**src/rtl/uop_sequencer.sv**
```systemverilog
// Control-unit front end: fetches 16-bit instructions and expands each opcode into a
// short sequence of 49-bit control words for ops_decoder, with memory-wait timeouts.
module uop_sequencer #(
    parameter int UOP_W    = 49,
    parameter int INS_W    = 16,
    parameter int MAX_WAIT = 15
) (
    input  logic             CLK,
    input  logic             RESET,
    input  logic             START,
    input  logic [INS_W-1:0] INS,
    input  logic             MEM_READY,
    input  logic             ZFLAG,
    output logic [UOP_W-1:0] uOPs,
    output logic             BUSY,
    output logic             DONE,
    output logic             ERROR
);
    localparam int CNT_W = $clog2(MAX_WAIT + 1);

    localparam int B_DREAD   = 0;
    localparam int B_IREAD   = 1;
    localparam int B_DWRITE  = 2;
    localparam int B_BUSMEM  = 3;
    localparam int B_MEMBUSI = 4;
    localparam int B_PC_INC  = 29;
    localparam int B_PC_LOAD = 30;
    localparam int B_AC_CLR  = 31;
    localparam int B_HALT    = 32;

    typedef enum logic [2:0] {
        S_IDLE, S_FETCH, S_FWAIT, S_DECODE, S_EXEC, S_MWAIT, S_DONE, S_ERROR
    } state_t;

    state_t           state, state_nxt;
    logic [11:0]      pc;
    logic [INS_W-1:0] ir;
    logic [CNT_W-1:0] cnt;
    logic [3:0]       opcode;
    logic             timeout, jump;
    logic [UOP_W-1:0] word;
    logic             busy_nxt, done_nxt, error_nxt;

    assign opcode  = ir[INS_W-1 -: 4];
    // The last permitted miss is the MAX_WAIT-th cycle; a READY on it still wins.
    assign timeout = (cnt == CNT_W'(MAX_WAIT - 1));
    assign jump    = (state == S_EXEC) && ((opcode == 4'h6) || ((opcode == 4'h7) && ZFLAG));

    always_ff @(posedge CLK or negedge RESET) begin
        if (!RESET) state <= S_IDLE;
        else        state <= state_nxt;
    end

    always_comb begin
        state_nxt = state;
        case (state)
            S_IDLE:   if (START) state_nxt = S_FETCH;
            S_FETCH:  state_nxt = S_FWAIT;
            S_FWAIT:  if (MEM_READY)    state_nxt = S_DECODE;
                      else if (timeout) state_nxt = S_ERROR;
            S_DECODE: state_nxt = S_EXEC;
            S_EXEC: begin
                case (opcode)
                    4'h1, 4'h2: state_nxt = S_MWAIT;
                    4'hF:       state_nxt = S_DONE;
                    default:    state_nxt = S_FETCH;
                endcase
            end
            S_MWAIT:  if (MEM_READY)    state_nxt = S_FETCH;
                      else if (timeout) state_nxt = S_ERROR;
            default:  state_nxt = state;
        endcase
    end

    always_comb begin
        word = '0;
        case (state)
            S_FETCH, S_FWAIT: begin
                word[B_IREAD]  = 1'b1;
                word[48:33]    = {4'h0, pc};
                word[B_PC_INC] = (state == S_FWAIT) && MEM_READY;
            end
            S_EXEC: begin
                case (opcode)
                    4'h1: begin
                        word[B_DREAD]   = 1'b1;
                        word[B_MEMBUSI] = 1'b1;
                        word[48:33]     = {4'h0, ir[11:0]};
                    end
                    4'h2: begin
                        word[B_DWRITE] = 1'b1;
                        word[B_BUSMEM] = 1'b1;
                        word[48:33]    = {4'h0, ir[11:0]};
                    end
                    4'h3, 4'h4: begin
                        word[8:5]   = ir[7:4];
                        word[24:9]  = 16'(1) << ir[3:0];
                        word[28:25] = (opcode == 4'h4) ? 4'd1 : 4'd0;
                    end
                    4'h5:    word[B_AC_CLR]  = 1'b1;
                    4'h6:    word[B_PC_LOAD] = 1'b1;
                    4'h7:    word[B_PC_LOAD] = ZFLAG;
                    4'hF:    word[B_HALT]    = 1'b1;
                    default: word = '0;
                endcase
            end
            S_MWAIT: word = uOPs;
            default: word = '0;
        endcase
        busy_nxt  = !(state_nxt inside {S_IDLE, S_DONE, S_ERROR});
        done_nxt  = (state_nxt == S_DONE);
        error_nxt = (state_nxt == S_ERROR);
    end

    // Control word lags the state by one register stage; flags track the state itself.
    always_ff @(posedge CLK or negedge RESET) begin
        if (!RESET) begin
            uOPs  <= '0;
            BUSY  <= 1'b0;
            DONE  <= 1'b0;
            ERROR <= 1'b0;
        end else begin
            uOPs  <= word;
            BUSY  <= busy_nxt;
            DONE  <= done_nxt;
            ERROR <= error_nxt;
        end
    end

    always_ff @(posedge CLK or negedge RESET) begin
        if (!RESET) begin
            pc  <= '0;
            ir  <= '0;
            cnt <= '0;
        end else begin
            if ((state == S_FWAIT) && MEM_READY) begin
                ir <= INS;
                pc <= pc + 12'd1;
            end
            if (jump) pc <= ir[11:0];
            // FETCH/EXEC always precede the wait states, so the count enters them at zero.
            if ((state == S_FWAIT) || (state == S_MWAIT)) cnt <= cnt + CNT_W'(1);
            else                                          cnt <= '0;
        end
    end
endmodule

```
**config.mk**
```make
export PLATFORM = sky130hd
export DESIGN_NAME = uop_sequencer
export DESIGN_NICKNAME = d
export VERILOG_FILES = /design/src/rtl/uop_sequencer.sv
export SDC_FILE = /design/constraint.sdc
export NUM_CORES = 1
export LEC_CHECK = 0
export ABC_CLOCK_PERIOD_IN_PS = 1600
export CAP_MARGIN = 20
export CORE_MARGIN = 1.5
export CORE_UTILIZATION = 46
export CTS_CLUSTER_SIZE = 40
export DETAILED_ROUTE_END_ITERATION = 12
export GPL_TIMING_DRIVEN = 0
export PLACE_DENSITY_LB_ADDON = 0.05
export SETUP_SLACK_MARGIN = 0.15
export SLEW_MARGIN = 20
export SYNTH_ARGS = -nofsm -noshare
export SYNTH_HDL_FRONTEND = slang
export SYNTH_SLANG_ARGS = --single-unit
```
**constraint.sdc**
```tcl
create_clock -name CLK -period 1.6 [get_ports CLK]
set_input_delay 0.32 -clock CLK [delete_from_list [all_inputs] [get_ports CLK]]
set_output_delay 0.32 -clock CLK [all_outputs]
set_load 0.02 [all_outputs]
```
# Word-level counts from Yosys, hierarchy flattened
# Index checks and enable logic that the tools add are counted.
dict set report totals {
  output_inout_bits 52
  regBits 87
}
dict set report op_classes {
  reduce_logical 13
  muxes 23
  shift 1
  n_addsub 2
  eq_ne 16
}
# operator n
set op_table {}
lappend op_table {{case mux 27 bit (2 select lines)} 1}
lappend op_table {{case mux 16 bit (3 select lines)} 1}
lappend op_table {{2-to-1 mux 12 bit} 3}
lappend op_table {{2-to-1 mux 21 bit} 1}
lappend op_table {{case mux 3 bit (6 select lines)} 1}
lappend op_table {{== test 4 x 3 -> 1 bit, second input constant} 4}
lappend op_table {{<< shifter 1 x 4 -> 16 bit, first input constant} 1}
lappend op_table {{adder 12 x 1 -> 12 bit, second input constant} 1}
lappend op_table {{== test 3 bit, second input constant} 4}
lappend op_table {{2-to-1 mux 3 bit} 4}
lappend op_table {{case mux 3 bit (2 select lines)} 2}
lappend op_table {{== test 4 x 2 -> 1 bit, second input constant} 2}
lappend op_table {{== test 4 bit, second input constant} 2}
lappend op_table {{case mux 1 bit (2 select lines)} 4}
lappend op_table {{== test 3 x 2 -> 1 bit, second input constant} 2}
lappend op_table {{logical NOT 3 bit} 2}
lappend op_table {{OR reduction 2 bit} 3}
lappend op_table {{adder 4 x 1 -> 4 bit, second input constant} 1}
lappend op_table {{== test 4 x 1 -> 1 bit, second input constant} 1}
lappend op_table {{2-to-1 mux 1 bit} 4}
lappend op_table {{2-to-1 mux 4 bit} 1}
lappend op_table {{== test 3 x 1 -> 1 bit, second input constant} 1}
lappend op_table {{logical AND 1 bit} 3}
lappend op_table {{nonzero test 3 bit} 1}
lappend op_table {{4 further kinds} 5}

# Depth between registers and ports, before layout
# Gate-level depths: netlist of the first run.
dict set report logic_depth {
  ltp_word 7
  mapped_depth 7
}

# Worst setup path after synthesis of the first run
# OpenSTA, ideal clock, no wires.
dict set report synth_timing {
  path_type {register -> register}
  start {reg state[1]}
  end {reg pc[4]}
  setup_slack_ns -0.077
  stages_incl_launch_ff 5
  setup_time_ns 0.126
  arrival_ns 1.551
  path_cell_list {dfrtp_1 -> or4b_4 -> nor3_4 -> o21ai_0 -> a221o_1}
}
dict set report synth_via {
  elab_chain_len 3
  word_cells_on_any_way 6
  classes_between {eq/ne (2); mux (1); reduce/logical (3)}
}
# element line
set synth_rtl {}
lappend synth_rtl {{start, declared} 35} ;# state_t state, state_nxt;
lappend synth_rtl {{start signal, assigned} 51} ;# else state <= state_nxt;
lappend synth_rtl {{== test 3 bit or == test 3 x 2 -> 1 bit (tied branches)} {47, 136}}
lappend synth_rtl {{logical AND 1 bit (on tied branches)} {47, 136}}
lappend synth_rtl {{2-to-1 mux 12 bit or nonzero test 2 bit (tied branches)} -}
lappend synth_rtl {{end signal, assigned} 138} ;# pc <= pc + 12'd1;
lappend synth_rtl {{end signal, assigned} 140} ;# if (jump) pc <= ir[11:0];
lappend synth_rtl {{end, declared} 36} ;# logic [11:0] pc;
# Parallel ways exist; a longest one is shown, timed or not.
# A chain may end at the register's enable or synchronous reset.

# Final worst setup path of the first run
dict set report layout_timing {
  start {reg state[1]}
  end {reg uOPs[11]}
}
dict set report layout_via {
  elab_chain_len 2
  word_cells_on_any_way 3
  classes_between {eq/ne (2); mux (1)}
}
# element line
set layout_rtl {}
lappend layout_rtl {{== test 3 bit} 77} ;# case (state)
lappend layout_rtl {{case mux 27 bit (2 select lines)} 77}
lappend layout_rtl {{end signal, assigned} 123} ;# uOPs <= word;
lappend layout_rtl {{end, declared} 14} ;# output logic [UOP_W-1:0] uOPs,
# Parallel ways exist; a longest one is shown, timed or not. The select of a mux whose other input is x is not followed.

==> results of run 1 <==
[report_power, final]
part / switching (uW) / internal, uW
Clock: 701 / 1040
Combinational: 1850 / 1850
Sequential: 599 / 2520
[cell usage after synthesis (all sizes together) (2+ instances only)]
| cell type | instances | area [um^2] |
|---|---|---|
| dfrtp | 78 | 1950 |
| nand2 | 50 | 188 |
| o21ai | 28 | 140 |
| inv | 20 | 75.1 |
| buf | 19 | 129 |
| a222oi | 12 | 120 |
| nor2 | 11 | 41.3 |
| mux2 | 10 | 113 |
| clkbuf | 9 | 33.8 |
| nand4 | 8 | 50.1 |
| xor2 | 7 | 61.3 |
| a32o | 6 | 60.1 |
| a22o | 5 | 43.8 |
| nand3 | 5 | 25.0 |
| nor3 | 4 | 31.3 |
| a21o | 3 | 22.5 |
| a21oi | 3 | 26.3 |
| and3 | 3 | 18.8 |
| ha | 3 | 37.5 |
| mux2i | 3 | 30.0 |
| nand2b | 3 | 18.8 |
| nand3b | 3 | 22.5 |
| or4b | 3 | 33.8 |
| xnor2 | 3 | 26.3 |
| a221o | 2 | 20.0 |
| and4 | 2 | 17.5 |
| nor2b | 2 | 12.5 |
| nor3b | 2 | 26.3 |
| or3b | 2 | 17.5 |
[worst max path at each step]
stage	start	to	cells after the start
detailed placement	MEM_READY	pc[10]$_DFFE_PN0P_	6
CTS	ir[15]$_DFFE_PN0P_	pc[11]$_DFFE_PN0P_	4
finish	state[1]$_DFF_PN0_	uOPs[11]$_DFFE_PN0N_	4
global route	state[1]$_DFF_PN0_	uOPs[11]$_DFFE_PN0N_	4
global placement	RESET	ir[7]$_DFFE_PN0P_	1
floorplan	state[1]$_DFF_PN0_	pc[4]$_DFFE_PN0P_	4
[kinds of logic (layout without fill, tap and decap cells)]
logic type | Yosys count | in the layout | share of synthesized area
XOR/XNOR | 10 | 10 | 0.0248
other | 1 | 7 | 0.00106
flip-flops | 78 | 78 | 0.552
adder cells (fa/ha/maj) | 3 | 3 | 0.0106
buffers and inverters | 48 | 166 | 0.0672
multiplexers | 13 | 13 | 0.0403
AO/OA/AOI/OAI | 68 | 68 | 0.143
AND/OR/NAND/NOR | 105 | 105 | 0.161
[worst max-delay path, delay by kind of cell, from the launching register on]
kind / cells / cell delay, ps
flops: 1 / 430
simple gates: 2 / 930
compound gates: 2 / 430
[routing by layer]
| metal | vias up | GRT usage |
|---|---|---|
| met5 | - | 0 |
| met4 | 0 | 0.0767 |
| met3 | 12 | 0.0320 |
| met2 | 101 | 0.370 |
| met1 | 1452 | 0.334 |
| li1 | 1391 | - |
[timing repair]
item,4_1_cts,5_1_grt
hold endpoints to repair,40,0
hold buffers,1,0
setup buffers,22,8
gates cloned,3,2
setup endpoints to repair,115,78
gates resized for setup,119,40
pin swaps,20,13
[layout make-up]
class	instances	area (um^2)
fill	549	2130
sequential	78	1950
multi-input combinational	206	1550
timing repair buffer	102	973
buffer	28	297
clock buffer	12	135
tap	99	124
clock inverter	4	95.1
inverter	20	75.1
[stage by stage]
step                      TNS (ps)  hold WS [ps]  total power, uW  setup slack [ps]  instances
after floorplan               -707          24.4             4740             -76.7        332
after global placement     -212170           459             5620             -2570        496
after detailed placement    -13030           341             5700              -400        497
after CTS                    -4740           482             8120              -211        539
after global routing        -11750           504             9020              -324        549
final                        -7870           478             8550              -254        549
[flip-flops by register name (all words and copies together), names as in the netlist]
| signal | cells |
|---|---|
| BUSY | 1 |
| DONE | 1 |
| ERROR | 1 |
| cnt | 4 |
| ir | 16 |
| pc | 12 |
| state | 3 |
| uOPs | 40 |
==> results.py, run 1 <==
metrics = {
    "run_status": {
        "status": "finished, violations left",
        "failed_checks": "negative setup slack",
    },
    "synth": {
        "ys_types": 53,
        "syn-instance-count": 326,
        "synth_area_um2": 3540,
        "synth_enable_flop_cells": 0,
        "yosys_warnings": 0,
        "avgSynthCellArea_um2": 10.8,
        "synth_ff_type": "dfrtp_1",
        "synth-seq-area-share": 0.552,
        "async_flop_share": 1.00,
        "ys_ff_latch": 78,
    },
    "global_route": {
        "grt-ovfl-total": 0,
        "grt_pass1_vias": 2906,
        "grt_usage": 0.234,
        "antenna_found_initial": 0,
        "grt_max_degree": 42,
        "grt_pass1_wl_um": 15100,
    },
    "sta": {
        "finalSetupViolCount": 60,
        "finalCritPeriodShare": 1.16,
        "finClkSkew_ps": 7.36,
        "rsz0062_at_grt": "yes",
        "worst_slew_pin_slew_ps": 532,
        "slew_viol_final": 0,
        "finalHoldViolCount": 0,
        "slew_headroom": 0.646,
        "fmax_mhz": 539,
        "timing.final.ws_setup_ps": -254,
        "layout_min_cycle_time_ps": 1850,
    },
    "cells_and_area": {
        "num_antenna_cells": 0,
        "stdcell_area_um2": 5200,
        "area_growth_pct": 47.0,
        "final_common_cell": "dfrtp_1",
        "fin_nets": 469,
        "postLayoutCoreUtil": 0.709,
        "drive_above_1_share": 0.282,
        "final_cell_mix": "dfrtp_1 (77), dlygate4sd2_1 (43), nand2_1 (39), buf_4 (31)",
    },
    "floorplan": {
        "die_height_um": 90.7,
        "dieWidth_um": 90.7,
        "ioPinCount": 73,
        "num_rows": 31,
        "start_util": 0.482,
        "core-area_um2": 7330,
        "die_area_um2": 8220,
    },
    "detailed_routing": {
        "wl_met2_um": 4580,
        "vias_per_cell": 5.38,
        "drt_iter0_drc": 181,
        "routedWlPerCell_um": 17.1,
        "routed_wirelength_um": 9360,
        "dr.max_layer_used": "met4",
        "wl_met1_um": 4260,
        "vias": 2956,
        "wl_met3_um": 421,
        "first_pass_iters": 5,
        "antenna_left": 0,
        "drc": 0,
    },
    "critical_path": {
        "cpPeakStageDelay_ps": 620,
        "reg2reg_to": "uOPs[11]$_DFFE_PN0N_",
        "worstSetupStartpointType": "register",
        "r2r_slack_ps": -250,
        "slowest_stage": "or4b_4",
        "crit_required_ps": 1880,
        "r2r_cells": 4,
        "arrival_ps": 2130,
        "worstSetupPathType": "reg -> reg",
        "reg2reg_from": "state[1]$_DFF_PN0_",
        "crit_chain": "or4b_4, a21oi_4, nor3b_4, a32o_1",
        "cp_max_fo": 4,
        "end_kind": "register",
    },
    "power": {
        "power.density_nw_per_um2": 1640,
        "peakVddDrop_uv": 856,
        "power.leakage_uw": 0.00264,
    },
    "run": {
        "drv_cap": 0,
    },
    "clock_network": {
        "clk_latency_ps": 340,
        "clock_path_buffers": 2,
        "cts_tree": "done",
        "numCtsBuffers": 9,
        "clk_pin_slew_ps": 80,
        "clock_sinks": 78,
        "root_buffer": "clkbuf_8",
        "h-tree-depth": 3,
    },
    "placement": {
        "placed_cell_area_um2": 4380,
        "portBuffers": 65,
        "gp_congestion": 0.799,
        "dp_hpwl_um": 5630,
    },
    "worst_hold_path": {
        "whs_endpoint": "uOPs[29]$_DFFE_PN0N_",
        "min_delay_path_depth": 2,
        "hold_class": "reg -> reg",
        "worstHoldStart": "uOPs[29]$_DFFE_PN0N_",
    },
}
No activity file was read; power rests on OpenSTA's default activity.
==> run 2: changes to the inputs <==
- CORE_UTILIZATION: 46 -> 40
==> run 2 against run 1 <==
  * The flow still finishes with violations (negative setup slack)
  * Worst setup slack better by 37 ps
  * Combinational power shrank 14%
  * Register-to-register slack better by 40 ps
  * Final cell count fell by 0.55%
  * Sequential power decreased by 2%
  * Critical path type unchanged
==> results.py, run 2 (synthesis results as in run 1) <==
metrics = {
    "sta": {
        "layout_min_cycle_time_ps": 1820,
        "slew_viol_final": 0,
        "rsz0062_at_grt": "yes",
        "timing.final.ws_setup_ps": -217,
        "setup_tns_ps": -6590,
        "finalHoldViolCount": 0,
        "finClkSkew_ps": 9.27,
        "finalSetupViolCount": 49,
        "finalCritPeriodShare": 1.14,
        "fmax_mhz": 550,
    },
    "floorplan": {
        "core-area_um2": 8640,
        "dieWidth_um": 97.0,
        "ioPinCount": 73,
        "num_rows": 34,
        "start_util": 0.409,
        "die_area_um2": 9410,
        "die_height_um": 97.0,
    },
    "detailed_routing": {
        "antenna_left": 0,
        "routedWlPerCell_um": 15.8,
        "drt_iter0_drc": 151,
        "routed_wirelength_um": 8620,
        "vias": 2823,
        "vias_per_cell": 5.17,
        "first_pass_iters": 5,
        "drc": 0,
    },
    "cells_and_area": {
        "drive_above_1_share": 0.251,
        "largest_reg_flops": 40,
        "final_cell_mix": "dfrtp_1 (77), nand2_1 (44), dlygate4sd2_1 (43), buf_4 (27)",
        "postLayoutCoreUtil": 0.574,
        "num_antenna_cells": 0,
        "top_regs": "uOPs (40), ir (16), pc (12)",
        "fin_nets": 457,
        "fillers": 775,
        "final_common_cell": "dfrtp_1",
        "area_growth_pct": 40.1,
        "seqCellArea_um2": 1950,
        "regMostFlops": "uOPs",
        "multi_input_area_um2": 1480,
    },
    "placement": {
        "portBuffers": 65,
        "place_ws_ps": -432,
        "dp_hpwl_um": 5670,
        "gp_congestion": 0.814,
    },
    "global_route": {
        "grt_pass1_vias": 2744,
        "grt_usage": 0.188,
        "grt_busiest_layer": "met2",
        "antenna_found_initial": 0,
        "grt-ovfl-total": 0,
        "met2_usage": 0.288,
        "use_met3": 0.0340,
        "grt_pass1_wl_um": 14000,
        "gr-usage-met1": 0.272,
        "grt_max_degree": 52,
    },
    "critical_path": {
        "cp_max_fo": 5,
        "worstSetupStartpointType": "register",
        "worstSetupPathType": "reg -> reg",
        "crit_required_ps": 1890,
        "end_kind": "register",
        "arrival_ps": 2100,
    },
    "clock_network": {
        "clock_sinks": 78,
        "numCtsBuffers": 9,
        "cts_tree": "done",
        "clk_pin_slew_ps": 90,
        "clock_path_buffers": 2,
        "clk_latency_ps": 350,
        "h-tree-depth": 3,
        "root_buffer": "clkbuf_8",
    },
    "run_status": {
        "status": "finished, violations left",
        "failed_checks": "negative setup slack",
    },
    "worst_hold_path": {
        "hold_class": "in -> async",
    },
    "power": {
        "peakVddDrop_uv": 678,
        "power.density_nw_per_um2": 1590,
        "power.leakage_uw": 0.00249,
    },
    "run": {
        "drv_cap": 0,
    },
}
run 2: worst paths after layout:
kind | startpoint | cells after the start | to | slack [ps]
setup / recovery | state[1]$_DFF_PN0_ | 5 | pc[11]$_DFFE_PN0P_ | -220
hold / removal | RESET | 2 | ir[15]$_DFFE_PN0P_ | 440
setup reg to reg | state[1]$_DFF_PN0_ | 5 | pc[11]$_DFFE_PN0P_ | -220
hold reg to reg | uOPs[22]$_DFFE_PN0N_ | 2 | uOPs[22]$_DFFE_PN0N_ | 470
max in group asynchronous | RESET | 3 | uOPs[23]$_DFFE_PN0N_ | 580
min in group CLK | uOPs[22]$_DFFE_PN0N_ | 2 | uOPs[22]$_DFFE_PN0N_ | 470
run 2: power breakdown:
group / internal [uW] / switching [uW] / total (uW)
registers: 2520 / 555 / 3070
clock network: 890 / 752 / 1640
logic: 1500 / 1670 / 3170
run 2: repair_timing:
item | 4_1_cts | 5_1_grt
pin swaps | 23 | 15
endpoints found under the hold margin | 27 | 0
hold buffers | 1 | 0
gates cloned | 1 | 1
setup buffers | 17 | 4
setup endpoints to repair | 115 | 73
resized for setup | 96 | 25
run 2: metal layers:
metal,routed length [um],share of wire
met1,4080,0.47
met3,422,0.049
met2,4010,0.47
met5,0,0
met4,108,0.013
run 2: layout make-up:
| cell class | count | share of cell area |
|---|---|---|
| buffer | 28 | 0.0510 |
| clock buffer | 10 | 0.0258 |
| clock inverter | 6 | 0.0187 |
| inverter | 20 | 0.0152 |
| multi-input combinational | 206 | 0.299 |
| sequential | 78 | 0.394 |
| tap | 108 | 0.0273 |
| timing repair buffer | 90 | 0.168 |
run 2: worst max-delay path, cell delays in order, from the launching register on:
cell and delay (ps):
dfrtp_1 430, or4b_4 610, nor3_4 280, buf_6 180, buf_4 130, a221o_1 130
run 2: per-stage QoR:
step / cells / power, uW / cell area, um^2 / hold slack, ps
floorplan: 332 / 4740 / 3590 / 24.4
global placement: 505 / 5650 / 4380 / 459
detailed placement: 506 / 5700 / 4400 / 280
CTS: 541 / 7740 / 4850 / 443
global route: 546 / 8380 / 4950 / 468
finish: 546 / 7890 / 4950 / 441
==> run 3: changes to the inputs <==
- MAX_ROUTING_LAYER: not set -> met4
==> run 3 against run 2 <==
  * The flow still finishes with violations (negative setup slack)
  * Via count shrank 0.28%
  * Combinational power is essentially flat
  * Die area is the same
  * Clock skew is essentially flat
  * Sequential power is essentially flat
  * Global-route usage grew 0.50 points
  * Final cell count is the same
  * Power is essentially flat
  * Clock-buffer cell count is the same
  * Utilization is the same
  * Worst hold slack is essentially flat
  * Clock power is essentially flat
  * Largest power group unchanged
==> results.py, run 3 (synthesis results as in run 1) <==
metrics = {
    "run_status": {
        "status": "finished, violations left",
        "failed_checks": "negative setup slack",
    },
    "floorplan": {
        "die_area_um2": 9410,
        "num_rows": 34,
        "ioPinCount": 73,
        "core-area_um2": 8640,
        "dieWidth_um": 97.0,
        "start_util": 0.409,
        "die_height_um": 97.0,
    },
    "critical_path": {
        "crit_required_ps": 1890,
        "worstSetupStartpointType": "register",
        "end_kind": "register",
        "worstSetupPathType": "reg -> reg",
        "r2r_cells": 5,
        "arrival_ps": 2110,
        "cp_max_fo": 5,
    },
    "sta": {
        "fmax_mhz": 549,
        "finalCritPeriodShare": 1.14,
        "finalSetupViolCount": 49,
        "rsz0062_at_grt": "yes",
        "finClkSkew_ps": 9.23,
        "layout_min_cycle_time_ps": 1820,
        "setup_tns_ps": -6600,
        "finalHoldViolCount": 0,
        "slew_viol_final": 0,
        "timing.final.ws_setup_ps": -222,
    },
    "detailed_routing": {
        "drc": 0,
        "wl_met1_um": 4110,
        "dr.max_layer_used": "met4",
        "vias": 2815,
        "first_pass_iters": 6,
        "wl_met2_um": 4010,
        "wl_met3_um": 382,
        "routed_wirelength_um": 8600,
        "drt_iter0_drc": 146,
        "vias_per_cell": 5.16,
        "antenna_left": 0,
        "routedWlPerCell_um": 15.8,
    },
    "worst_hold_path": {
        "hold_class": "in -> async",
    },
    "global_route": {
        "antenna_found_initial": 0,
        "grt_pass1_vias": 2761,
        "grt_usage": 0.193,
        "grt_pass1_wl_um": 14000,
        "grt_max_degree": 52,
        "grt-ovfl-total": 0,
    },
    "power": {
        "p_sw_frac": 0.378,
        "p_sw_uw": 2980,
        "power.density_nw_per_um2": 1590,
        "comb_power_share": 0.403,
        "p_int_uw": 4900,
        "p_clk_frac": 0.208,
        "power_uw": 7880,
        "power.leakage_uw": 0.00249,
        "power_frac_seq": 0.390,
        "peakVddDrop_uv": 678,
    },
    "placement": {
        "dp_hpwl_um": 5670,
        "portBuffers": 65,
        "placed_cell_area_um2": 4400,
        "gp_congestion": 0.826,
        "place_ws_ps": -432,
    },
    "clock_network": {
        "root_buffer": "clkbuf_8",
        "clock_path_buffers": 2,
        "clock_sinks": 78,
        "clk_latency_ps": 350,
        "h-tree-depth": 3,
        "numCtsBuffers": 9,
        "clk_pin_slew_ps": 80,
        "cts_tree": "done",
    },
    "cells_and_area": {
        "fillers": 775,
        "largest_reg_flops": 40,
        "regMostFlops": "uOPs",
        "num_antenna_cells": 0,
        "stdcell_area_um2": 4950,
        "top_regs": "uOPs (40), ir (16), pc (12)",
        "drive_above_1_share": 0.251,
        "final_cell_mix": "dfrtp_1 (77), nand2_1 (44), dlygate4sd2_1 (43), buf_4 (27)",
        "fin_nets": 457,
        "area_growth_pct": 40.1,
        "final_common_cell": "dfrtp_1",
    },
    "run": {
        "drv_cap": 0,
    },
}
==> run 3: cell counts in the layout (fill, tap and decap cells not counted) <==
Identical to the previous run, type by type.
==> run 3: path summary, 6_finish.rpt <==
check | endpoint | from | slack [ps]
max | pc[11]$_DFFE_PN0P_ | state[1]$_DFF_PN0_ | -220
min | uOPs[4]$_DFFE_PN0N_ | RESET | 440
max reg2reg | pc[11]$_DFFE_PN0P_ | state[1]$_DFF_PN0_ | -220
min reg2reg | uOPs[22]$_DFFE_PN0N_ | uOPs[22]$_DFFE_PN0N_ | 470
max in group asynchronous | pc[9]$_DFFE_PN0P_ | RESET | 580
min in group CLK | uOPs[22]$_DFFE_PN0N_ | uOPs[22]$_DFFE_PN0N_ | 470
==> run 3: through the flow <==
step	hold slack (ps)	utilization	instances
after floorplan	24.4	-	332
after detailed placement	280	0.510	506
after CTS	443	0.562	541
after global routing	468	0.574	546
final	440	0.574	546
after global placement	459	0.507	505
==> run 3: final cells by class <==
class	count	area [um^2]	area share
timing repair buffer	90	835	0.168
sequential	78	1950	0.394
clock buffer	10	128	0.0258
buffer	28	253	0.0510
multi-input combinational	206	1480	0.299
tap	108	135	0.0273
clock inverter	6	92.6	0.0187
inverter	20	75.1	0.0152
==> run 3: worst max-delay path: stages (launching register included) <==
cell	delay [ps]
dfrtp_1	430
or4b_4	610
nor3_4	280
buf_6	180
buf_4	130
a221o_1	130
==> run 3: power groups by stage <==
stage	logic (uW)	clock network [uW]	registers (uW)
CTS	3000	1680	3050
floorplan	1600	0	3140
global route	3460	1750	3170
finish	3170	1640	3070
global placement	2550	0	3090
detailed placement	2600	0	3100
==> run 3: routing by layer <==
layer / global-route usage / up-vias
met1: 0.271 / 1367
met2: 0.289 / 79
met5: - / -
met3: 0.0325 / 10
met4: 0.0602 / 0
li1: - / 1359
==> run 3: repair_timing <==
action | 4_1_cts | 5_1_grt
pin swaps | 23 | 15
buffers inserted | 17 | 4
cloned | 1 | 1
hold buffers | 1 | 0
hold endpoints to repair | 27 | 0
endpoints found under the setup margin | 115 | 73
resized for setup | 96 | 24
